$ cat config.mk
export PLATFORM = sky130hd
export DESIGN_NAME = sseg_scan
export DESIGN_NICKNAME = d
export VERILOG_FILES = /design/src/rtl/sseg_scan.sv
export SDC_FILE = /design/constraint.sdc
export NUM_CORES = 1
export LEC_CHECK = 0
export ABC_AREA = 1
export CAP_MARGIN = 20
export CORE_MARGIN = 2
export CORE_UTILIZATION = 55
export DETAILED_ROUTE_END_ITERATION = 8
export PLACE_DENSITY = 0.77
export SYNTH_ARGS = -nofsm -noshare
export SYNTH_HDL_FRONTEND = slang
export SYNTH_SLANG_ARGS = --single-unit
export TNS_END_PERCENT = 5
$ cat constraint.sdc
create_clock -name clk -period 1.8 [get_ports clk]
set_clock_uncertainty 0.15 [all_clocks]
set_input_delay 0.36 -clock clk [delete_from_list [all_inputs] [get_ports clk]]
set_output_delay 0.36 -clock clk [all_outputs]
set_load 0.01 [all_outputs]
$ cat src/rtl/sseg_scan.sv
// rtl/sseg_scan.sv - four-digit display scan driver with debounced gear code
module sseg_scan #(
    parameter int CLK_DIV      = 100_000,
    parameter int STABLE_TICKS = 4
) (
    input  logic       clk,
    input  logic       rst,
    input  logic [1:0] gear_in,
    output logic       ce,
    output logic [3:0] an_sel,
    output logic [6:0] char_sel,
    output logic [1:0] gear_q
);

    localparam int CNT_W = $clog2(CLK_DIV);
    localparam int STB_W = $clog2(STABLE_TICKS + 1);

    localparam logic [CNT_W-1:0] CNT_LAST = CNT_W'(CLK_DIV - 1);
    localparam logic [STB_W-1:0] STB_MAX  = STB_W'(STABLE_TICKS);
    localparam logic [STB_W-1:0] STB_ONE  = STB_W'(1);

    localparam logic [6:0] SEG_BLANK = 7'b1111111;
    localparam logic [6:0] SEG_D     = 7'b0100001;
    localparam logic [6:0] SEG_N     = 7'b0101011;
    localparam logic [6:0] SEG_R     = 7'b0101111;

    logic [1:0]       gear_m;
    logic [1:0]       gear_s;
    logic [CNT_W-1:0] cnt;
    logic [1:0]       idx;
    logic [1:0]       cand;
    logic [STB_W-1:0] stb_cnt;

    logic             slot_end;
    logic [3:0]       an_nxt;
    logic [6:0]       char_nxt;
    logic [1:0]       cand_nxt;
    logic [STB_W-1:0] stb_nxt;
    logic             accept;

    assign slot_end = (cnt == CNT_LAST);

    // Two-flop synchroniser for the possibly asynchronous gear request
    always_ff @(posedge clk or negedge rst) begin
        if (!rst) begin
            gear_m <= 2'b00;
            gear_s <= 2'b00;
        end else begin
            gear_m <= gear_in;
            gear_s <= gear_m;
        end
    end

    // Prescaler: wraps every CLK_DIV cycles and fires the one-cycle refresh strobe
    always_ff @(posedge clk or negedge rst) begin
        if (!rst) begin
            cnt <= '0;
            ce  <= 1'b0;
        end else if (slot_end) begin
            cnt <= '0;
            ce  <= 1'b1;
        end else begin
            cnt <= cnt + CNT_W'(1);
            ce  <= 1'b0;
        end
    end

    // Anode and pattern for the slot about to be loaded; uses the pre-update gear_q
    always_comb begin
        an_nxt   = 4'b1111;
        char_nxt = SEG_BLANK;
        case (idx)
            2'd0: an_nxt = 4'b0111;
            2'd1: begin
                an_nxt = 4'b1011;
                if (gear_q == 2'b01) char_nxt = SEG_D;
            end
            2'd2: begin
                an_nxt = 4'b1101;
                if (gear_q == 2'b10) char_nxt = SEG_N;
            end
            default: begin
                an_nxt = 4'b1110;
                if (gear_q == 2'b11) char_nxt = SEG_R;
            end
        endcase
    end

    // Slot registers rotate only on refresh edges so they are valid while ce is high
    always_ff @(posedge clk or negedge rst) begin
        if (!rst) begin
            idx      <= 2'd0;
            an_sel   <= 4'b1111;
            char_sel <= SEG_BLANK;
        end else if (slot_end) begin
            idx      <= idx + 2'd1;
            an_sel   <= an_nxt;
            char_sel <= char_nxt;
        end
    end

    // Filter next state: restart on a new value, otherwise saturate at STABLE_TICKS
    always_comb begin
        cand_nxt = cand;
        stb_nxt  = stb_cnt;
        if (gear_s != cand) begin
            cand_nxt = gear_s;
            stb_nxt  = STB_ONE;
        end else if (stb_cnt != STB_MAX) begin
            stb_nxt = stb_cnt + STB_ONE;
        end
        accept = (stb_nxt == STB_MAX);
    end

    // Gear filter sampled once per refresh strobe; gear_q follows a stable candidate
    always_ff @(posedge clk or negedge rst) begin
        if (!rst) begin
            cand    <= 2'b00;
            stb_cnt <= '0;
            gear_q  <= 2'b00;
        end else if (slot_end) begin
            cand    <= cand_nxt;
            stb_cnt <= stb_nxt;
            if (accept) gear_q <= cand_nxt;
        end
    end

endmodule
==> results of run 1 <==
==> state kept, by name, indices dropped and copies added (netlist names) <==
signal / flops
cnt: 17
an_sel: 4
char_sel: 3
stb_cnt: 3
cand: 2
gear_m: 2
gear_q: 2
gear_s: 2
idx: 2
ce: 1
==> synthesized netlist by cell type <==
| master | count |
|---|---|
| nand2_1 | 57 |
| nor2_1 | 38 |
| inv_1 | 36 |
| dfrtp_1 | 31 |
| o21ai_0 | 17 |
| nand3_1 | 14 |
| ha_1 | 10 |
| dfstp_2 | 7 |
| nand4_1 | 7 |
| xor2_1 | 5 |
| buf_4 | 4 |
| nor2_2 | 4 |
| nor3_1 | 4 |
| inv_2 | 3 |
| nand2_2 | 3 |
| a21oi_2 | 2 |
| nand2_4 | 2 |
| nor2_8 | 2 |
| buf_12 | 1 |
| buf_6 | 1 |
| conb_1 | 1 |
| o21ai_1 | 1 |
| o21bai_1 | 1 |
| o31ai_1 | 1 |
==> layout make-up <==
type,instances,area (um2)
Tap cell,48,60.1
Inverter,39,146
Clock inverter,1,5.00
Timing Repair Buffer,26,219
Clock buffer,7,86.3
Multi-Input combinational cell,170,901
Sequential cell,38,960
Fill cell,320,1260
==> repair_timing <==
| action | 4_1_cts | 5_1_grt |
|---|---|---|
| hold endpoints to repair | 31 | 0 |
| resized for setup | 9 | 3 |
| endpoints found under the setup margin | 9 | 18 |
| setup buffers | 0 | 4 |
| hold buffers | 1 | 0 |
| pin swaps | 0 | 2 |
==> per-stage QoR <==
step | TNS [ps] | cells | setup slack [ps] | power (W)
after global placement | 0 | 316 | 117 | 0.000907
after global routing | -25.0 | 329 | -20.1 | 0.00154
after detailed placement | 0 | 316 | 68.9 | 0.000907
after CTS | 0 | 325 | 16.9 | 0.00151
final | 0 | 329 | 69.5 | 0.00148
after floorplan | 0 | 253 | 276 | 0.000886
==> power by group through the flow <==
| stage | sequential, W | combinational (W) | clock [W] |
|---|---|---|---|
| CTS | 0.000862 | 0.0000313 | 0.000613 |
| detailed placement | 0.000878 | 0.0000296 | 0 |
| finish | 0.000862 | 0.0000295 | 0.000589 |
| global route | 0.000862 | 0.0000351 | 0.000640 |
| floorplan | 0.000877 | 0.00000864 | 0 |
| global placement | 0.000877 | 0.0000292 | 0 |
==> how the worst max path moves through the flow <==
| stage | startpoint | endpoint | slack, ps | cells past startpoint |
|---|---|---|---|---|
| floorplan | cnt[0]$_DFF_PN0_ | cnt[10]$_DFF_PN0_ | 280 | 8 |
| global placement | cnt[0]$_DFF_PN0_ | an_sel[1]$_DFFE_PN1N_ | 120 | 7 |
| detailed placement | cnt[0]$_DFF_PN0_ | cand[1]$_DFFE_PN0N_ | 70 | 8 |
| CTS | gear_q[1]$_DFFE_PN0P_ | gear_q[1] | 20 | 1 |
| global route | cnt[0]$_DFF_PN0_ | cnt[10]$_DFF_PN0_ | -20 | 8 |
| finish | gear_q[0]$_DFFE_PN0P_ | gear_q[0] | 70 | 1 |
==> per-layer routing <==
| metal | track usage | up-vias |
|---|---|---|
| met5 | 0 | - |
| met1 | 0.247 | 754 |
| li1 | - | 829 |
| met2 | 0.343 | 40 |
| met4 | 0.0781 | 0 |
| met3 | 0.0360 | 10 |
==> cell families after synthesis <==
family / Yosys count
AOI/OAI and AO/OA: 22
xor gates and xnor gates: 5
adders and majority gates: 10
buffers and inverters: 45
DFF: 38
other: 1
and+or+nand+nor: 131
==> results.cfg, run 1 <==
[run_status]
status = complete, no violations

[logic_synthesis]
yosys_warnings = 0
synth_adder_area_share = 0.0608
synth_compound_area_frac = 0.0595
synth_cell_types = 24
postSynthCellCount = 252
synth_top_family_by_area = simple AND/OR/NAND/NOR gates
synthTopCellsByArea = dfrtp_1 (38%), nand2_1 (10%), dfstp_2 (8.9%), nor2_1 (6.9%), inv_1 (6.6%)
synth_seq_cells = 38
avgSynthCellArea_um2 = 8.17
yosysTopAreaCell = dfrtp_1
synth_top_cell_area_share = 0.377
seq_area_frac_synth = 0.466
muxShareOfSynthArea = 0
netlist_area_um2 = 2060
synth_xor_xnor_area_share = 0.0213
yosys.area_share.simple = 0.290

[placed_design]
io_buffers = 15
dp_hpwl_um = 2660
gp_congestion = 0.893
dpl_cell_area_um2 = 2250

[drt]
routed_wl_um = 3660
drtPass1Iterations = 4
viasPerCell = 4.96
wl_per_cell_um = 11.1
wl_met1_um = 1740
met2_length_um = 1680
wl_met3_um = 166
routed.top_layer = met4
ant_nets = 0
drt_iter0_markers = 122
via_count = 1633
drc = 0

[hold_path]
hold_depth = 0
hp-class = flop to flop
hp-start = gear_m[1]$_DFF_PN0_
hold_end = gear_s[1]$_DFF_PN0_

[global_routing]
grt_pass1_wl_um = 6600
grt_usage = 0.199
grt_pass1_vias = 1600
grt_overflow = 0
antenna_found_initial = 0
grt_max_degree = 39

[floorplan]
die-area_um2 = 4250
die_y_um = 65.2
rows = 22
chipWidth_um = 65.2
floorplan.initialDensity = 0.567
core_um2 = 3630
ios = 18

[critical_path]
critPathMaxFanout = 4
crit_type = flop to primary output
max_stage_delay_ps = 550
required_ps = 1290
cp-start-kind = flop
cpMaxStageDelayCell = clkdlybuf4s50_1
rr_worst_depth = 8
worst-path-buf-inv = 1
rrSetupSlack_ps = 140
cp-end-kind = primary output
crit_family = buffers and inverters
cp_cell_sequence = clkdlybuf4s50_1
worstReg2RegEnd = gear_q[1]$_DFFE_PN0P_
r2r-start = cnt[0]$_DFF_PN0_
arrival_ps = 1220

[power]
clkPwrFrac = 0.398
p_seq_frac = 0.582
switching_share = 0.205
internal_power_w = 0.00118
vdd_ir_drop_max_v = 0.000330
p_leak_nw = 1.26
cellPowerDensity_nw_per_um2 = 623
p_switching_w = 0.000304
p_comb_frac = 0.020

[cts]
cts_tree = built
htree_levels = 2
clkSlewWorstSetupHoldPaths_ps = 70
clock_latency_ps = 280
cts_made_buffers = 5
cts_root_buf = clkbuf_8
cts.sinks = 38
clockBufferDepth = 2

[layout]
postLayoutCoreUtil = 0.654
final_common_cell = nand2_1
mostFrequentLayoutCells = nand2_1 (56), nor2_1 (38), inv_1 (36), dfrtp_1 (31), o21ai_0 (16)
nets = 294
num_antenna_cells = 0
area_growth_syn_to_layout_pct = 15.4
drive_gt1_frac = 0.153
final_cell_area_um2 = 2380

[flow_run]
cap_viol_max_count = 0

[timing]
timing.hold.ws_ps = 199
drv_slew = 0
finalCriticalPeriod_ps = 1730
finalHoldViolations = 0
max_freq_ghz = 0.578
setup_viol = 0
min_period_over_period = 0.961
Power figures use the tool's default switching activity.
==> run 2, diff against run 1 <==
--- a/config.mk
+++ b/config.mk
@@ -5,7 +5,6 @@
 export SDC_FILE = /design/constraint.sdc
 export NUM_CORES = 1
 export LEC_CHECK = 0
-export ABC_AREA = 1
 export CAP_MARGIN = 20
 export CORE_MARGIN = 2
 export CORE_UTILIZATION = 55
==> results.cfg, run 2 <==
[timing]
setup_slack_ps = -134
setup_tns_ps = -267
max_freq_ghz = 0.517
drv_slew = 0
finalCriticalPeriod_ps = 1930
setup_viol = 2
finalHoldViolations = 0
rsz0062_at_grt = yes
min_period_over_period = 1.07

[power]
internal_power_w = 0.00106
p_leak_nw = 1.06
switching_share = 0.220
vdd_ir_drop_max_v = 0.000532
p_comb_frac = 0.025
cellPowerDensity_nw_per_um2 = 610
p_switching_w = 0.000298
clkPwrFrac = 0.340
p_seq_frac = 0.635

[run_status]
status = finished with violations
violations = setup timing

[layout]
drive_gt1_frac = 0.221
num_antenna_cells = 0
nets = 217
final_cell_area_um2 = 2220
final_common_cell = dfrtp_1
area_growth_syn_to_layout_pct = 20.6
top_regs = cnt: 17 flops, an_sel: 4 flops
mostFrequentLayoutCells = dfrtp_1 (31), nand2_1 (21), buf_4 (18), dlygate4sd2_1 (11), nor2_1 (10)
largest_register = cnt
largest_register_ffs = 17

[hold_path]
hold_end = gear_s[0]$_DFF_PN0_
hp-start = gear_m[0]$_DFF_PN0_
hp-class = flop to flop
hold_depth = 0

[logic_synthesis]
synthTopCellsByArea = dfrtp_1 (42%), dfstp_2 (10%), ha_1 (6.8%), nand2_1 (4.3%), xnor2_1 (3.8%)
yosysMostFrequentCell = dfrtp_1
synth_edf_count = 0
postSynthCellCount = 169
synth_top_cell_area_share = 0.421
yosys_warnings = 0
synthArstFlopShare = 1.00
yosysTopAreaCell = dfrtp_1
synth_top_flop_cell = dfrtp_1
synth_cell_types = 39
seq_area_frac_synth = 0.520
netlist_area_um2 = 1840
ys_top_cells_by_count = dfrtp_1 (31), nand2_1 (21), ha_1 (10), nor2_1 (10), nand3_1 (9)
synth_seq_cells = 38
avgSynthCellArea_um2 = 10.9

[drt]
routed_wl_um = 3380
ant_nets = 0
viasPerCell = 5.20
via_count = 1301
drtPass1Iterations = 4
drt_iter0_markers = 50
drc = 0
wl_per_cell_um = 13.5

[placed_design]
dpl_cell_area_um2 = 2160
io_buffers = 15
gp_congestion = 0.805
dp_hpwl_um = 2450

[cts]
cts_made_buffers = 5
htree_levels = 2
cts.sinks = 38
clockBufferDepth = 2
postCtsSetupBuffers = 0
cts_tree = built
cts_root_buf = clkbuf_4
clkSlewWorstSetupHoldPaths_ps = 110
clock_latency_ps = 340

[floorplan]
ios = 18
die-area_um2 = 3830
floorplan.initialDensity = 0.562
rows = 21
chipWidth_um = 61.9
core_um2 = 3280
die_y_um = 61.9

[global_routing]
grt_usage = 0.207
grt_pass1_vias = 1258
antenna_found_initial = 0
grt_overflow = 0
grt_max_degree = 39
grt_pass1_wl_um = 5680

[critical_path]
cp_cell_sequence = inv_1, ha_2, or3b_1, a311oi_2, nand3_2, mux2_4
rrSetupSlack_ps = -130
cp-end-kind = flop
worstReg2RegEnd = gear_q[1]$_DFFE_PN0P_
max_stage_delay_ps = 410
cpMaxStageDelayCell = dfrtp_1
critPathMaxFanout = 3
rr_worst_depth = 6
required_ps = 1890
cp-start-kind = flop
r2r-start = stb_cnt[0]$_DFFE_PN0N_
crit_type = flop to flop
arrival_ps = 2030

[flow_run]
cap_viol_max_count = 0
run 2: worst max-delay path, delay by kind of cell (launching register included):
kind            cells  cell delay, ps
simple gates        2             510
buf+inv             1              60
fa+ha+maj           1             170
flops               1             410
mux                 1             310
compound gates      1             230
run 2: area by class of cell:
cell class,instances,area [um2]
inverters,8,30.0
repair buffers,34,292
well taps,46,57.6
flip-flops and latches,38,960
fillers,264,1060
clock inverters,2,12.5
multi-input cells,116,821
clock buffers,6,51.3
run 2: stage by stage:
stage	hold slack [ps]	utilization	cells	total power [W]	setup slack, ps
2_1_floorplan	-85.6	-	170	0.000885	-160
3_3_place_gp	186	0.657	242	0.000911	-88.8
3_5_place_dp	194	0.657	242	0.000912	-176
4_1_cts	213	0.672	250	0.00138	-160
5_1_grt	225	0.677	250	0.00142	-206
6_report	213	0.677	250	0.00136	-134
run 2: how the worst max path moves through the flow:
stage                           startpoint                     to  cells past startpoint
floorplan           stb_cnt[0]$_DFFE_PN0N_  gear_q[0]$_DFFE_PN0P_                      6
global placement    stb_cnt[0]$_DFFE_PN0N_  gear_q[0]$_DFFE_PN0P_                      5
detailed placement  stb_cnt[0]$_DFFE_PN0N_  gear_q[1]$_DFFE_PN0P_                      6
CTS                 stb_cnt[0]$_DFFE_PN0N_  gear_q[1]$_DFFE_PN0P_                      6
global route        stb_cnt[0]$_DFFE_PN0N_  gear_q[1]$_DFFE_PN0P_                      6
finish              stb_cnt[0]$_DFFE_PN0N_  gear_q[1]$_DFFE_PN0P_                      6
run 2: kinds of logic after synthesis:
family | after synthesis | synth area share
buffers and inverters | 16 | 0.0461
adder cells (fa/ha/maj) | 10 | 0.0678
AND/OR/NAND/NOR | 63 | 0.199
other | 1 | 0.00203
XOR/XNOR | 15 | 0.0712
flip-flops | 38 | 0.520
AO/OA/AOI/OAI | 23 | 0.0760
multiplexers | 3 | 0.0176
run 2: metal layers:
layer | global-route usage | vias to the layer above | wire length [um]
met1 | 0.281 | 636 | 1530
met5 | 0 | - | 0
met3 | 0.0642 | 5 | 116
met2 | 0.319 | 20 | 1690
li1 | - | 640 | -
met4 | 0.0699 | 0 | 43
run 2: timing repair:
item,in CTS,in global routing
pin swaps,2,1
hold buffers,0,0
setup endpoints to repair,13,6
gates resized for setup,11,5
run 2: power groups by stage:
stage | clock network [W] | logic [W] | registers (W)
final | 0.000461 | 0.0000333 | 0.000862
after global routing | 0.000523 | 0.0000383 | 0.000863
after CTS | 0.000480 | 0.0000342 | 0.000862
after detailed placement | 0 | 0.0000342 | 0.000878
after global placement | 0 | 0.0000334 | 0.000878
after floorplan | 0 | 0.00000845 | 0.000877
==> run 3, diff against run 2 <==
==> constraint.sdc (replaced) <==
create_clock -name clk -period 1.85 [get_ports clk]
set_clock_uncertainty 0.15 [all_clocks]
set_input_delay 0.37 -clock clk [delete_from_list [all_inputs] [get_ports clk]]
set_output_delay 0.37 -clock clk [all_outputs]
set_load 0.01 [all_outputs]
==> results.cfg, run 3 (synthesized netlist as in run 2, its figures left out) <==
[drt]
drc = 0
drtPass1Iterations = 4
viasPerCell = 5.31
routed_wl_um = 3380
ant_nets = 0
wl_per_cell_um = 13.7
drt_iter0_markers = 33
via_count = 1312

[critical_path]
max_stage_delay_ps = 390
worst-path-buf-inv = 1
cp-end-kind = flop
path_depth = 6
required_ps = 1950
crit_type = flop to flop
cpMaxStageDelayCell = dfrtp_1
cp_cell_sequence = inv_1, ha_2, or3b_1, a311oi_2, nand3_2, mux2_1
rr_worst_depth = 6
crit_family = simple AND/OR/NAND/NOR gates
cp-start-kind = flop
arrival_ps = 2040
critPathMaxFanout = 3

[placed_design]
dp_slack_ps = -101
gp_congestion = 0.799
place_inst = 239
dp_hpwl_um = 2510
io_buffers = 15
dpl_cell_area_um2 = 2140

[run_status]
violations = setup timing
status = finished with violations

[global_routing]
grt_pass1_vias = 1325
grt_pass1_wl_um = 5760
antenna_found_initial = 0
grt_usage = 0.210
grt_overflow = 0
grt_max_degree = 39

[power]
vdd_ir_drop_max_v = 0.000838
p_leak_nw = 1.04
cellPowerDensity_nw_per_um2 = 651

[timing]
max_freq_ghz = 0.516
finalHoldViolations = 0
drv_slew = 0
setup_viol = 2
rsz0062_at_grt = yes
finalCriticalPeriod_ps = 1940
min_period_over_period = 1.05
setup_slack_ps = -88.1

[layout]
top_regs = cnt: 17 flops, an_sel: 4 flops
mostFrequentLayoutCells = dfrtp_1 (31), nand2_1 (21), buf_4 (15), dlygate4sd2_1 (11), nor2_1 (10)
final_common_cell = dfrtp_1
stdcell_count = 247
nets = 214
nFillCells = 276
final_cell_area_um2 = 2220
num_antenna_cells = 0
largest_register = cnt
largest_register_ffs = 17
drive_gt1_frac = 0.204
area_growth_syn_to_layout_pct = 20.1

[floorplan]
ios = 18
core_um2 = 3280
die-area_um2 = 3830
rows = 21
chipWidth_um = 61.9
die_y_um = 61.9
floorplan.initialDensity = 0.562

[cts]
cts_tree = built
clock_latency_ps = 350
hold_buffers = 0
cts_root_buf = clkbuf_4
cts_made_buffers = 5
postCtsSetupBuffers = 0
htree_levels = 2
clkSlewWorstSetupHoldPaths_ps = 120
clockBufferDepth = 2
cts.sinks = 38

[hold_path]
hold_depth = 0
hp-class = flop to flop

[flow_run]
cap_viol_max_count = 0
run 3: cell types whose count changed in the layout (fill, tap and decap cells not counted), sizes merged:
| cell | before | now |
|---|---|---|
| buf | 19 | 16 |
| clkinv | 1 | 0 |
| bufinv | 0 | 1 |
| clkbuf | 6 | 5 |
| clkinvlp | 1 | 2 |
run 3: power breakdown:
| part | switching [W] | leakage (nW) | internal, W | total [W] |
|---|---|---|---|---|
| registers | 0.00000287 | 0.482 | 0.000836 | 0.000838 |
| clock network | 0.000287 | 0.0374 | 0.000283 | 0.000571 |
| logic | 0.0000212 | 0.523 | 0.0000114 | 0.0000325 |
| total | 0.000312 | 1.04 | 0.00113 | 0.00144 |
run 3: per-stage QoR:
stage | total power (W) | utilization | hold slack (ps) | setup TNS [ps]
3_3_place_gp | 0.000886 | 0.650 | 184 | -84.3
4_1_cts | 0.00145 | 0.672 | 218 | -192
6_report | 0.00144 | 0.675 | 215 | -174
3_5_place_dp | 0.000887 | 0.650 | 189 | -202
5_1_grt | 0.00149 | 0.675 | 232 | -337
2_1_floorplan | 0.000861 | - | -75.6 | -219
run 3: what timing repair did:
item | 4_1_cts | 5_1_grt
pin swaps | 2 | 0
endpoints found under the setup margin | 13 | 8
hold endpoints to repair | 0 | 0
resized for setup | 12 | 3
run 3: cell type report:
| cell class | instances | area, um2 | share of cell area |
|---|---|---|---|
| Timing Repair Buffer | 31 | 269 | 0.121 |
| Tap cell | 46 | 57.6 | 0.0260 |
| Clock inverter | 3 | 45.0 | 0.0203 |
| Inverter | 8 | 30.0 | 0.0136 |
| Clock buffer | 5 | 37.5 | 0.0169 |
| Multi-Input combinational cell | 116 | 817 | 0.369 |
| Sequential cell | 38 | 960 | 0.433 |
run 3: layer usage:
metal / wire length (um) / global-route usage / up-vias
li1: - / - / 632
met5: 0 / 0 / -
met1: 1520 / 0.265 / 653
met3: 126 / 0.0683 / 7
met2: 1670 / 0.335 / 20
met4: 70 / 0.0851 / 0
run 3: path summary, 6_finish.rpt:
path / start / endpoint / slack [ps]
setup / recovery: stb_cnt[0]$_DFFE_PN0N_ / gear_q[1]$_DFFE_PN0P_ / -90
hold / removal: gear_m[0]$_DFF_PN0_ / gear_s[0]$_DFF_PN0_ / 220
setup reg to reg: stb_cnt[0]$_DFFE_PN0N_ / gear_q[1]$_DFFE_PN0P_ / -90
hold reg to reg: gear_m[0]$_DFF_PN0_ / gear_s[0]$_DFF_PN0_ / 220
max in group asynchronous: rst / char_sel[4]$_DFFE_PN1N_ / 1070
min in group asynchronous: rst / gear_s[1]$_DFF_PN0_ / 230
